$ cat src/rtl/nn_pkg.sv
// Shared types and sizing helpers for the two-layer
// fully connected network sequencer.
package nn_pkg;

  localparam int N_IN_DEF   = 4;
  localparam int N_HID_DEF  = 3;
  localparam int N_OUT_DEF  = 2;
  localparam int IDX_W_DEF  = 8;
  localparam int ADDR_W_DEF = 5;

  typedef enum logic [3:0] {
    S_IDLE   = 4'd0,
    S_L1_CLR = 4'd1,
    S_L1_MAC = 4'd2,
    S_L1_ACT = 4'd3,
    S_L1_WR  = 4'd4,
    S_L2_CLR = 4'd5,
    S_L2_MAC = 4'd6,
    S_L2_ACT = 4'd7,
    S_L2_WR  = 4'd8,
    S_DONE   = 4'd9
  } state_t;

  // Total number of weights across both layers.
  function automatic int weight_count(
    input int n_in,
    input int n_hid,
    input int n_out
  );
    return n_in * n_hid + n_hid * n_out;
  endfunction

  function automatic int max3(
    input int a,
    input int b,
    input int c
  );
    int m;
    m = a;
    if (b > m) m = b;
    if (c > m) m = c;
    return m;
  endfunction

endpackage

$ cat src/rtl/nn_loop_counter.sv
// Loadable up-counter with enable and a programmable terminal count.
// Ports: clk, reset_n, load/load_val, en, term -> count, last (count==term).
module nn_loop_counter #(
  parameter int W = 8
) (
  input  logic         clk,
  input  logic         reset_n,
  input  logic         load,
  input  logic [W-1:0] load_val,
  input  logic         en,
  input  logic [W-1:0] term,
  output logic [W-1:0] count,
  output logic         last
);

  assign last = (count == term);

  // Wrapping to zero at the terminal count leaves the counter
  // ready for the next loop without an explicit reload.
  always_ff @(posedge clk or negedge reset_n) begin
    if (!reset_n) begin
      count <= '0;
    end else if (load) begin
      count <= load_val;
    end else if (en) begin
      count <= last ? '0 : count + W'(1);
    end
  end

endmodule

$ cat src/rtl/nn_layer_sequencer.sv
// Stallable, restartable sequencer driving a single-MAC datapath
// through a two-layer fully connected network.
// Ports: clk, reset_n, start, abort, in_valid -> busy, layer_sel,
//   acc_clear, mac_en, in_idx, neuron_idx, weight_addr, act_en,
//   wr_en, done, result_ready.
module nn_layer_sequencer
  import nn_pkg::*;
#(
  parameter int N_IN   = N_IN_DEF,
  parameter int N_HID  = N_HID_DEF,
  parameter int N_OUT  = N_OUT_DEF,
  parameter int IDX_W  = IDX_W_DEF,
  parameter int ADDR_W = ADDR_W_DEF
) (
  input  logic              clk,
  input  logic              reset_n,
  input  logic              start,
  input  logic              abort,
  input  logic              in_valid,
  output logic              busy,
  output logic              layer_sel,
  output logic              acc_clear,
  output logic              mac_en,
  output logic [IDX_W-1:0]  in_idx,
  output logic [IDX_W-1:0]  neuron_idx,
  output logic [ADDR_W-1:0] weight_addr,
  output logic              act_en,
  output logic              wr_en,
  output logic              done,
  output logic              result_ready
);

  localparam int WCNT    = weight_count(N_IN, N_HID, N_OUT);
  localparam int IDX_MAX = max3(N_IN, N_HID, N_OUT);

  state_t state;
  state_t state_nx;

  logic              done_q;
  logic              is_mac;
  logic              go;
  logic              clr_all;
  logic              in_last;
  logic              nr_last;
  logic [IDX_W-1:0]  in_term;
  logic [IDX_W-1:0]  nr_term;
  logic [ADDR_W-1:0] waddr;

  // State register; done_q marks the first cycle in DONE.
  always_ff @(posedge clk or negedge reset_n) begin
    if (!reset_n) begin
      state  <= S_IDLE;
      done_q <= 1'b0;
    end else begin
      state  <= state_nx;
      done_q <= (state_nx == S_DONE)
             && (state != S_DONE);
    end
  end

  always_comb begin
    state_nx = state;
    if (abort) begin
      state_nx = S_IDLE;
    end else begin
      unique case (state)
        S_IDLE,
        S_DONE: begin
          if (start) state_nx = S_L1_CLR;
        end
        S_L1_CLR: state_nx = S_L1_MAC;
        S_L1_MAC: begin
          if (in_valid && in_last)
            state_nx = S_L1_ACT;
        end
        S_L1_ACT: state_nx = S_L1_WR;
        S_L1_WR: begin
          state_nx = nr_last ? S_L2_CLR
                             : S_L1_CLR;
        end
        S_L2_CLR: state_nx = S_L2_MAC;
        S_L2_MAC: begin
          if (in_valid && in_last)
            state_nx = S_L2_ACT;
        end
        S_L2_ACT: state_nx = S_L2_WR;
        S_L2_WR: begin
          state_nx = nr_last ? S_DONE
                             : S_L2_CLR;
        end
        default: state_nx = S_IDLE;
      endcase
    end
  end

  always_comb begin
    busy         = 1'b1;
    layer_sel    = 1'b0;
    acc_clear    = 1'b0;
    is_mac       = 1'b0;
    act_en       = 1'b0;
    wr_en        = 1'b0;
    result_ready = 1'b0;
    unique case (state)
      S_IDLE: busy = 1'b0;
      S_L1_CLR: acc_clear = 1'b1;
      S_L1_MAC: is_mac = 1'b1;
      S_L1_ACT: act_en = 1'b1;
      S_L1_WR: wr_en = 1'b1;
      S_L2_CLR: begin
        layer_sel = 1'b1;
        acc_clear = 1'b1;
      end
      S_L2_MAC: begin
        layer_sel = 1'b1;
        is_mac    = 1'b1;
      end
      S_L2_ACT: begin
        layer_sel = 1'b1;
        act_en    = 1'b1;
      end
      S_L2_WR: begin
        layer_sel = 1'b1;
        wr_en     = 1'b1;
      end
      S_DONE: begin
        busy         = 1'b0;
        result_ready = 1'b1;
      end
      default: busy = 1'b0;
    endcase
  end

  assign mac_en = is_mac & in_valid;
  assign done   = done_q;

  // A fresh run or an abort zeroes every counter.
  assign go = ((state == S_IDLE)
            || (state == S_DONE))
            && start && !abort;
  assign clr_all = abort | go;

  assign in_term = layer_sel
    ? IDX_W'(N_HID - 1)
    : IDX_W'(N_IN - 1);
  assign nr_term = layer_sel
    ? IDX_W'(N_OUT - 1)
    : IDX_W'(N_HID - 1);

  nn_loop_counter #(
    .W (IDX_W)
  ) u_in_cnt (
    .clk      (clk),
    .reset_n  (reset_n),
    .load     (clr_all | acc_clear),
    .load_val ('0),
    .en       (mac_en),
    .term     (in_term),
    .count    (in_idx),
    .last     (in_last)
  );

  nn_loop_counter #(
    .W (IDX_W)
  ) u_nr_cnt (
    .clk      (clk),
    .reset_n  (reset_n),
    .load     (clr_all),
    .load_val ('0),
    .en       (wr_en),
    .term     (nr_term),
    .count    (neuron_idx),
    .last     (nr_last)
  );

  // Weights are laid out neuron-major with layer 2 directly after
  // layer 1, so one running counter covers both layers.
  always_ff @(posedge clk or negedge reset_n) begin
    if (!reset_n) begin
      waddr <= '0;
    end else if (clr_all) begin
      waddr <= '0;
    end else if (mac_en) begin
      waddr <= waddr + ADDR_W'(1);
    end
  end

  assign weight_addr = waddr;

  a_addr_w_ok : assert property (
    @(posedge clk) (WCNT - 1) < (1 << ADDR_W)
  ) else $error("ADDR_W too narrow for weight count");

  a_idx_w_ok : assert property (
    @(posedge clk) (IDX_MAX - 1) < (1 << IDX_W)
  ) else $error("IDX_W too narrow for layer sizes");

endmodule

$ cat config.mk
export PLATFORM = sky130hd
export DESIGN_NAME = nn_layer_sequencer
export DESIGN_NICKNAME = d
export VERILOG_FILES = /design/src/rtl/nn_pkg.sv /design/src/rtl/nn_loop_counter.sv /design/src/rtl/nn_layer_sequencer.sv
export SDC_FILE = /design/constraint.sdc
export NUM_CORES = 1
export LEC_CHECK = 0
export ABC_AREA = 1
export BUFFER_PORTS_ARGS = -buffer_cell sky130_fd_sc_hd__buf_2
export CAP_MARGIN = 20
export CORE_MARGIN = 4
export CORE_UTILIZATION = 46
export DETAILED_ROUTE_END_ITERATION = 7
export GPL_ROUTABILITY_DRIVEN = 0
export PLACE_DENSITY = 0.79
export SLEW_MARGIN = 30
export SYNTH_ARGS = -nofsm -noshare
export SYNTH_HDL_FRONTEND = slang
export SYNTH_SLANG_ARGS = --single-unit
$ cat constraint.sdc
create_clock -name clk -period 1.3 [get_ports clk]
set_input_delay 0.26 -clock clk [delete_from_list [all_inputs] [get_ports clk]]
set_output_delay 0.26 -clock clk [all_outputs]
set_load 0.01 [all_outputs]
==> results of run 1 <==
final cells by class:
| type | count | area share, % |
|---|---|---|
| Multi-Input combinational cell | 147 | 38.92 |
| Timing Repair Buffer | 93 | 27.35 |
| Sequential cell | 26 | 23.84 |
| Inverter | 39 | 5.789 |
| Tap cell | 46 | 2.097 |
| Clock buffer | 4 | 2.005 |
worst reg2reg max path, delay by kind of cell (launching register included):
family	cells	cell delay, ns
AO/OA/AOI/OAI	2	0.16
buffers and inverters	1	0.18
flip-flops	1	0.49
AND/OR/NAND/NOR	6	0.74
flip-flops by register name, summed over array words and instances, names as in the netlist:
| signal | cells |
|---|---|
| u_nr_cnt.count | 8 |
| weight_addr | 5 |
| state | 4 |
| done | 1 |
| u_in_cnt.count | 8 |
routing by layer:
layer	up-vias	part of all wire, %
met3	46	8.4
met4	0	5.7
met1	973	38
met5	-	0
met2	146	48
li1	884	-
power groups by stage:
stage | clock network (uW) | logic, uW | registers (uW)
2_1_floorplan | 0 | 161 | 848
6_report | 553 | 431 | 832
3_5_place_dp | 0 | 269 | 847
3_3_place_gp | 0 | 264 | 846
5_1_grt | 587 | 454 | 832
4_1_cts | 537 | 350 | 829
cells by family after synthesis:
| kind of cell | count (synthesis) |
|---|---|
| and+or+nand+nor | 109 |
| buffers and inverters | 40 |
| AOI/OAI and AO/OA | 29 |
| DFF | 26 |
| xor gates and xnor gates | 5 |
| adders and majority gates | 3 |
cells in the mapped netlist, drive strengths merged:
library cell and number:
a21oi 4, and2 2, and3 1, buf 1, dfrtp 26, ha 3, inv 39, nand2 46
nand3 15, nand4 11, nor2 30, nor3 2, nor3b 2, o21ai 24, o31ai 1, xor2 5
metrics by stage:
stage / TNS (ns) / total power, uW
final: -9.508 / 1816
after global routing: -11.27 / 1873
after CTS: -6.470 / 1717
after detailed placement: -2.546 / 1116
after global placement: -1.747 / 1110
after floorplan: -0.4367 / 1008
cell usage in the layout (no fill, tap or decap), drive strengths merged:
cell type	n
clkbuf	4
o31ai	1
nor2	31
nand4	11
buf	92
xor2	5
nand3	15
ha	3
nor3b	2
nand2	46
and3	1
clkinv	1
a21oi	4
dfrtp	26
and2	2
nor3	2
o21ai	24
dlygate4sd3	1
inv	38
worst paths after layout:
kind / start / slack (ns) / to / depth (start not counted)
max in group asynchronous: reset_n / 0.48 / u_nr_cnt.count[4] / 3
worst max register to register: state[1] / -0.38 / u_nr_cnt.count[7] / 9
worst min register to register: weight_addr[4] / 0.57 / weight_addr[4] / 2
min in group asynchronous: reset_n / 0.42 / weight_addr[1] / 2
worst min-delay path: abort / 0.18 / state[1] / 2
worst max-delay path: state[1] / -0.38 / u_nr_cnt.count[7] / 9
what timing repair did:
item	CTS	global route
hold buffers	1	0
gates resized for setup	30	27
pin swaps	7	19
buffers inserted	13	12
setup endpoints to repair	32	32
cloned	1	0
endpoints found under the hold margin	13	0
==> impl_metrics.yaml, run 1 <==
status:
  outcome: "finished with violations"
  violations: "setup timing"
power:
  p_comb_share_pct: 23.7
  vdd_drop_max_mv: 0.4886
  powerDensity_nw_per_um2: 661.4
  intPower_uw: 1274
  swShare_pct: 29.82
  pwr-share-clk_pct: 30.5
  power_leakage_uw: 0.001429
  p_switching_uw: 541.3
  pwr-share-seq_pct: 45.8
sta:
  fin_crit_sh_pct: 129.4
  slew_viol_final: 0
  fmax_ghz: 0.5945
  rsz0062_at_grt: "true"
  worst_pin_slew_ns: 0.3780
  worst_slack_ns: -0.3821
  skew_ns: 0.001943
  min_period_ns: 1.682
  relSlewSlack_pct: 74.80
  finalHoldViolCount: 0
  finalSetupViolations: 32
  whs_ns: 0.1802
placement:
  portBuffers: 33
  placed_area_um2: 2252
  placed_cells: 328
  place_ws_ns: -0.1392
  dp_hpwl_mm: 3.218
worst_hold_path:
  hold_class: "input port to flip-flop"
worst_setup_path:
  slowest_stage: "dfrtp_2"
  cp-start-kind: "flip-flop"
  endpoint_kind: "flip-flop"
  crit_path_cell_trace: "nor2_4 > nand2_4 > buf_4 > nand3_2 > nand3_4 > nand2_4 > nor2_4 > o21ai_1 > o21ai_1"
  cp.required_ns: 1.47
  cp.buffers_inverters: 1
  crit_family: "simple AND/OR/NAND/NOR gates"
  critical_path.max_stage_delay_ns: 0.49
  critPathMaxFanout: 5
  critPathKind: "flip-flop to flip-flop"
  critPathArrivalTime_ns: 1.85
route:
  drt-total-wl_mm: 6.532
  drtIter0Drc: 351
  drc: 0
  vias_per_cell: 5.772
  avgRoutedWirePerCell_um: 18.40
  drt_first_pass_iters: 6
  ant_nets: 0
  via_count: 2049
cts:
  cts-root-buf: "clkbuf_8"
  clkTransAtPathRegs_ns: 0.10
  cts_tree: "built"
  cts_buffers: 3
  cts_sinks: 26
  clk_latency_ns: 0.28
  clk_path_buf_depth: 2
  ctsHtreeMaxLevel: 1
synth:
  synth-xor-area-share_pct: 2.547
  yosysWarningCount: 0
  synth_top_cells_by_area: "dfrtp_1, nand2_1, inv_1"
  syn_avg_cell_area_um2: 8.109
  synth-adder-area-share_pct: 2.183
  syn_area_um2: 1719
  synth_nets: 220
  synth-seq-area-share_pct: 37.85
  ys_ff_latch: 26
  synth_mux_area_share_pct: 0
  synth_top_area_share_pct: 37.85
  synthDistinctLibCells: 29
  synth_top_area_cell: "dfrtp_1"
  synth-simple-area-share_pct: 37.99
  synth-compound-area-share_pct: 10.33
  synth_top_family_by_area: "simple AND/OR/NAND/NOR gates"
  syn-instance-count: 212
global_routing:
  met3_usage_pct: 3.488
  grt_use_met1_pct: 26.14
  antenna_found_initial: 0
  gr-max-usage-layer: "met2"
  grt_pass1_wl_mm: 8.259
  grt_pass1_vias: 1759
  grt_max_degree: 15
  grtUsageTotal_pct: 21.18
  gr-total-overflow: 0
  gr-usage-met2_pct: 37.39
die:
  rows: 21
  io_pins: 34
  die-area_um2: 4780
  die-height_um: 69.14
  start_util_pct: 49.57
  core_area_um2: 3468
  die-width_um: 69.14
layout:
  final_layout_size_suffix_gt1_share_pct: 52.10
  fin_area_um2: 2745
  seq_area_um2: 654.4
  diodes: 0
  instances_no_fill: 355
  synthToLayoutAreaGrowth_pct: 59.68
  filler_cell_count: 221
  nets: 318
  fin_util_pct: 79.15
  multi_input_area_um2: 1069
job:
  cap_violations: 0
Power figures use the tool's default switching activity.
==> run 2: changes to the inputs <==
--- a/config.mk
+++ b/config.mk
@@ -9,10 +9,10 @@
 export BUFFER_PORTS_ARGS = -buffer_cell sky130_fd_sc_hd__buf_2
 export CAP_MARGIN = 20
 export CORE_MARGIN = 4
-export CORE_UTILIZATION = 46
+export CORE_UTILIZATION = 49
 export DETAILED_ROUTE_END_ITERATION = 7
 export GPL_ROUTABILITY_DRIVEN = 0
-export PLACE_DENSITY = 0.79
+export PLACE_DENSITY = 0.83
 export SLEW_MARGIN = 30
 export SYNTH_ARGS = -nofsm -noshare
 export SYNTH_HDL_FRONTEND = slang
==> run 2 against run 1 <==
Compared with the run above:
- the run still ends with setup timing left
- worst setup slack worse by 0.066 ns
- clock-buffer cell count down 1
- register-to-register slack worse by 0.05 ns
- via count up 9.7%
- maximum frequency down 3.8%
- critical path type is now flip-flop to output pin
- critical endpoint is now busy
==> impl_metrics.yaml, run 2 (synthesis gave the netlist of run 1 again) <==
status:
  outcome: "finished with violations"
  violations: "setup timing"
sta:
  finalHoldViolCount: 0
  skew_ns: 0.01320
  fin_crit_sh_pct: 134.5
  whs_ns: 0.1051
  relSlewSlack_pct: 76.66
  worst_pin_slew_ns: 0.3501
  fmax_ghz: 0.5719
  slew_viol_final: 0
  worst_slack_ns: -0.4486
  rsz0062_at_grt: "true"
  finalSetupViolations: 37
  min_period_ns: 1.749
placement:
  portBuffers: 33
  dp_hpwl_mm: 3.240
worst_setup_path:
  crit_path_cell_trace: "inv_2 > nor2_4 > nand2_2 > nand2_4 > inv_4 > o21ai_2 > buf_2"
  cp-start-kind: "flip-flop"
  critPathKind: "flip-flop to output pin"
  critPathArrivalTime_ns: 1.49
  endpoint_kind: "output pin"
  r2r_setup_slack_ns: -0.43
  critical_path.max_stage_delay_ns: 0.47
  crit_family: "flip-flops"
  slowest_stage: "dfrtp_2"
  cp.buffers_inverters: 3
  cp.required_ns: 1.04
  critPathMaxFanout: 3
cts:
  ctsHtreeMaxLevel: 1
  cts_buffers: 3
  clk_path_buf_depth: 2
  clk_latency_ns: 0.35
  cts_sinks: 26
  clkTransAtPathRegs_ns: 0.17
  cts-root-buf: "clkbuf_4"
  cts_tree: "built"
global_routing:
  grtUsageTotal_pct: 30.20
  grt_pass1_wl_mm: 10.12
  antenna_found_initial: 0
  grt_pass1_vias: 2048
  grt_max_degree: 27
  gr-total-overflow: 0
route:
  drt-total-wl_mm: 8.136
  via_count: 2248
  ant_nets: 0
  avgRoutedWirePerCell_um: 22.17
  vias_per_cell: 6.125
  drc: 0
  drt_first_pass_iters: 5
  drtIter0Drc: 339
job:
  cap_violations: 0
die:
  start_util_pct: 51.12
  die-height_um: 67.23
  die-width_um: 67.23
  core_area_um2: 3363
  die-area_um2: 4520
  io_pins: 34
  rows: 21
power:
  swShare_pct: 30.23
  intPower_uw: 1340
  pwr-share-clk_pct: 31.3
  p_switching_uw: 580.7
  powerDensity_nw_per_um2: 632.5
  power_leakage_uw: 0.001516
  pwr-share-seq_pct: 43.4
  p_comb_share_pct: 25.2
  power.total_uw: 1921
  vdd_drop_max_mv: 0.7859
layout:
  nets: 330
  layout_common_cells: "buf_6, buf_4, inv_1"
  final_layout_size_suffix_gt1_share_pct: 60.75
  filler_cell_count: 134
  diodes: 0
  fin_util_pct: 90.29
  synthToLayoutAreaGrowth_pct: 76.64
worst_hold_path:
  hold_class: "input port to flip-flop"
## run 2: cell count changes in the layout (fill, tap and decap cells not counted), sizes merged
cell | before | now
buf | 92 | 104
clkinv | 1 | 0
inv | 38 | 39
bufinv | 0 | 1
clkbuf | 4 | 3
## run 2: final cells by class
| cell class | count | area (um^2) | area share (%) |
|---|---|---|---|
| Clock inverter | 1 | 30.03 | 0.9889 |
| Multi-Input combinational cell | 147 | 1160 | 38.20 |
| Timing Repair Buffer | 105 | 944.7 | 31.11 |
| Clock buffer | 3 | 22.52 | 0.7417 |
| Tap cell | 46 | 57.56 | 1.895 |
| Sequential cell | 26 | 655.6 | 21.59 |
| Inverter | 39 | 166.4 | 5.480 |
## run 2: per-layer routing
metal / vias up / GRT usage [%] / share of wire, %
met4: 0 / 19.24 / 6.0
met2: 211 / 49.45 / 48
met5: - / 0 / 0
li1: 903 / - / -
met1: 1074 / 36.45 / 35
met3: 60 / 5.324 / 11
## run 2: power groups by stage
stage / clock network [uW] / registers, uW / logic [uW]
3_5_place_dp: 0 / 847 / 261
4_1_cts: 580 / 829 / 406
5_1_grt: 619 / 834 / 506
2_1_floorplan: 0 / 848 / 161
3_3_place_gp: 0 / 846 / 257
6_report: 602 / 835 / 484
## run 2: metrics by stage
| stage | instances | area, um^2 | setup slack [ns] | setup TNS (ns) |
|---|---|---|---|---|
| floorplan | 212 | 1737 | -0.03970 | -0.4367 |
| global placement | 323 | 2227 | -0.1021 | -1.431 |
| detailed placement | 323 | 2227 | -0.1470 | -2.631 |
| CTS | 354 | 2744 | -0.3853 | -7.606 |
| global route | 367 | 3037 | -0.4893 | -12.02 |
| finish | 367 | 3037 | -0.4486 | -10.88 |
## run 2: final timing paths
kind	startpoint	endpoint	cells past startpoint
worst max-delay path	state[2]	busy	7
worst min register to register	weight_addr[4]	weight_addr[4]	2
min in group asynchronous	reset_n	u_in_cnt.count[6]	3
worst min-delay path	abort	state[0]	2
worst max register to register	state[1]	u_nr_cnt.count[4]	10
max in group asynchronous	reset_n	state[2]	3
## run 2: worst register-to-register path: stages, from the launching register on
cell and delay (ns):
dfrtp_2 0.50, nor2_4 0.19, buf_4 0.14, nand2_1 0.09
nand2_4 0.10, nand2_4 0.07, nand2_8 0.14, nor2_8 0.07
inv_4 0.10, o21ai_2 0.06, and2_4 0.16
## run 2: what timing repair did
action	CTS	global route
gates cloned	1	0
pin swaps	28	26
setup endpoints to repair	35	42
gates resized for setup	62	53
setup buffers	25	17
endpoints found under the hold margin	26	0
hold buffers	1	0
==> run 3: changes to the inputs <==
--- a/config.mk
+++ b/config.mk
@@ -5,7 +5,7 @@
 export SDC_FILE = /design/constraint.sdc
 export NUM_CORES = 1
 export LEC_CHECK = 0
-export ABC_AREA = 1
+export ABC_AREA = 0
 export BUFFER_PORTS_ARGS = -buffer_cell sky130_fd_sc_hd__buf_2
 export CAP_MARGIN = 20
 export CORE_MARGIN = 4
==> run 3 against run 2 <==
Compared with the run above:
- sequential cell count unchanged
- design area down 6.8%
- sequential share of layout area rose by 1.5 points
- clock power down 27%
- maximum frequency fell by 12%
- critical path depth shrank 2
- wire length shrank 13%
- register-to-register slack worse by 0.25 ns
- the flow still finishes with violations (setup timing)
- first-iteration DRC count shrank 18%
- total power shrank 16%
- largest cell class unchanged
==> impl_metrics.yaml, run 3 <==
route:
  drc: 0
  drt-total-wl_mm: 7.085
  via_count: 2004
  drt_first_pass_iters: 6
  drtIter0Drc: 277
  vias_per_cell: 6.382
  ant_nets: 0
  avgRoutedWirePerCell_um: 22.56
die:
  start_util_pct: 52.64
  core_area_um2: 3128
  die-width_um: 65.97
  io_pins: 34
  die-height_um: 65.97
  rows: 20
  die-area_um2: 4352
synth:
  syn_area_um2: 1647
  ys_async_sr_fraction_pct: 100.0
  syn_avg_cell_area_um2: 9.463
  synthTopCellsByCount: "dfrtp_1, nor2_1, nand2_1, nand2b_1, nand3_1"
  syn-instance-count: 174
  ys_ff_latch: 26
  synth-simple-area-share_pct: 28.19
  synth_top_cells_by_area: "dfrtp_1, nor2_1, nand2b_1"
  synth_nets: 182
  yosysWarningCount: 0
  synth_top_area_cell: "dfrtp_1"
  synth-adder-area-share_pct: 2.280
  synth_top_area_share_pct: 39.51
  yosysMostFrequentCell: "dfrtp_1"
  synth_mux_area_share_pct: 2.736
  synth-seq-area-share_pct: 39.51
  synth_top_family_by_area: "simple AND/OR/NAND/NOR gates"
  synth_top_flop_cell: "dfrtp_1"
  synth-compound-area-share_pct: 19.76
  synth-xor-area-share_pct: 3.723
  synthDistinctLibCells: 55
  synth_edf_count: 0
sta:
  finalSetupViolations: 37
  worst_slack_ns: -0.6780
  skew_ns: 0.002745
  slew_viol_final: 0
  fmax_ghz: 0.5056
  finalHoldViolCount: 0
  min_period_ns: 1.978
  fin_crit_sh_pct: 152.2
  worst_pin_slew_ns: 0.3573
  rsz0062_at_grt: "true"
  relSlewSlack_pct: 76.11
  tns_ns: -17.24
cts:
  cts_tree: "built"
  cts-root-buf: "clkbuf_4"
  cts_sinks: 26
  clkTransAtPathRegs_ns: 0.15
  clk_path_buf_depth: 2
  clk_latency_ns: 0.33
  ctsHtreeMaxLevel: 1
  cts_buffers: 3
worst_setup_path:
  ff2ff_path_depth: 5
  critPathMaxFanout: 5
  regToRegEndpoint: "u_in_cnt.count[0]"
  crit_path_cell_trace: "nor4b_4 > o21bai_4 > mux2i_4 > nand3_4 > mux2i_1"
  critPathArrivalTime_ns: 2.22
  critical_path.max_stage_delay_ns: 0.45
  endpoint_kind: "flip-flop"
  cp.required_ns: 1.55
  r2r_start: "state[0]"
  critPathKind: "flip-flop to flip-flop"
  cp-start-kind: "flip-flop"
  slowest_stage: "dfrtp_1"
  r2r_setup_slack_ns: -0.68
layout:
  nets: 279
  final_layout_size_suffix_gt1_share_pct: 55.19
  layout_common_cells: "buf_6, buf_4, dfrtp_1"
  fin_area_um2: 2830
  diodes: 0
  synthToLayoutAreaGrowth_pct: 71.88
  final_common_cell: "buf_6"
  instances_no_fill: 314
power:
  powerDensity_nw_per_um2: 567.2
  power_leakage_uw: 0.001304
  vdd_drop_max_mv: 0.6058
status:
  outcome: "finished with violations"
  violations: "setup timing"
global_routing:
  grtUsageTotal_pct: 28.36
  grt_pass1_wl_mm: 9.363
  antenna_found_initial: 0
  gr-total-overflow: 0
  grt_max_degree: 27
  grt_pass1_vias: 1900
worst_hold_path:
  holdCritStartpoint: "abort"
  holdPathStages: 3
  hold_class: "input port to flip-flop"
  holdPathEnd: "state[1]"
placement:
  dp_hpwl_mm: 3.235
  place_ws_ns: -0.5016
  portBuffers: 33
  placed_area_um2: 2236
  placed_cells: 288
job:
  cap_violations: 0
-- run 3: cell types whose count changed after synthesis, sizes merged, moves of 6 or more --
| cell | delta |
|---|---|
| inv | -34 |
| a31oi | +6 |
| nand2b | +11 |
| o21ai | -21 |
| nand2 | -35 |
| buf | +6 |
| nand4 | -9 |
| nor2 | -10 |
-- run 3: stage by stage --
step	hold WS [ns]	power (uW)	utilization [%]
final	0.2820	1605	90.48
after global routing	0.2854	1656	90.48
after CTS	0.2854	1528	82.32
after detailed placement	0.2118	1067	71.48
after global placement	0.2120	1060	71.48
after floorplan	-0.03559	967.6	-
-- run 3: worst max-delay path by stage --
| stage | startpoint | endpoint | depth (start not counted) |
|---|---|---|---|
| after CTS | state[0] | layer_sel | 4 |
| final | state[0] | u_in_cnt.count[0] | 5 |
| after global placement | state[1] | u_nr_cnt.count[6] | 5 |
| after detailed placement | state[1] | u_nr_cnt.count[5] | 5 |
| after global routing | state[0] | u_in_cnt.count[4] | 5 |
| after floorplan | state[2] | u_nr_cnt.count[5] | 6 |
-- run 3: logic make-up (layout without fill, tap and decap cells) --
family          after synthesis  count (layout)
simple gates                 79              79
compound gates               42              42
flops                        26              26
buf+inv                      13             109
xor+xnor                      7               7
mux                           4               4
fa+ha+maj                     3               3
-- run 3: what timing repair did --
item | 4_1_cts | 5_1_grt
endpoints found under the setup margin | 38 | 46
buffers inserted | 12 | 11
pin swaps | 13 | 9
hold buffers | 1 | 0
resized for setup | 44 | 41
endpoints found under the hold margin | 26 | 0
-- run 3: critical path, delay by kind of cell (launching register included) --
family,cells,cell delay [ns]
multiplexers,2,0.62
AND/OR/NAND/NOR,2,0.56
flip-flops,1,0.45
AO/OA/AOI/OAI,1,0.26
-- run 3: power by group --
group          switching (uW)  internal, uW
registers                9.19           815
clock network             265           171
logic                     186           159
total                     460          1150
-- run 3: final cells by class --
type	count	area (um^2)
Tap cell	44	55.05
Sequential cell	26	654.4
Multi-Input combinational cell	135	1151
Fill cell	122	297.8
Timing Repair Buffer	100	912.1
Clock buffer	4	36.28
Inverter	5	21.27
-- run 3: layer usage --
layer	wire length (um)	GRT usage [%]
met3	698	4.252
met2	3601	49.56
met5	0	0
met1	2480	32.94
met4	306	15.74
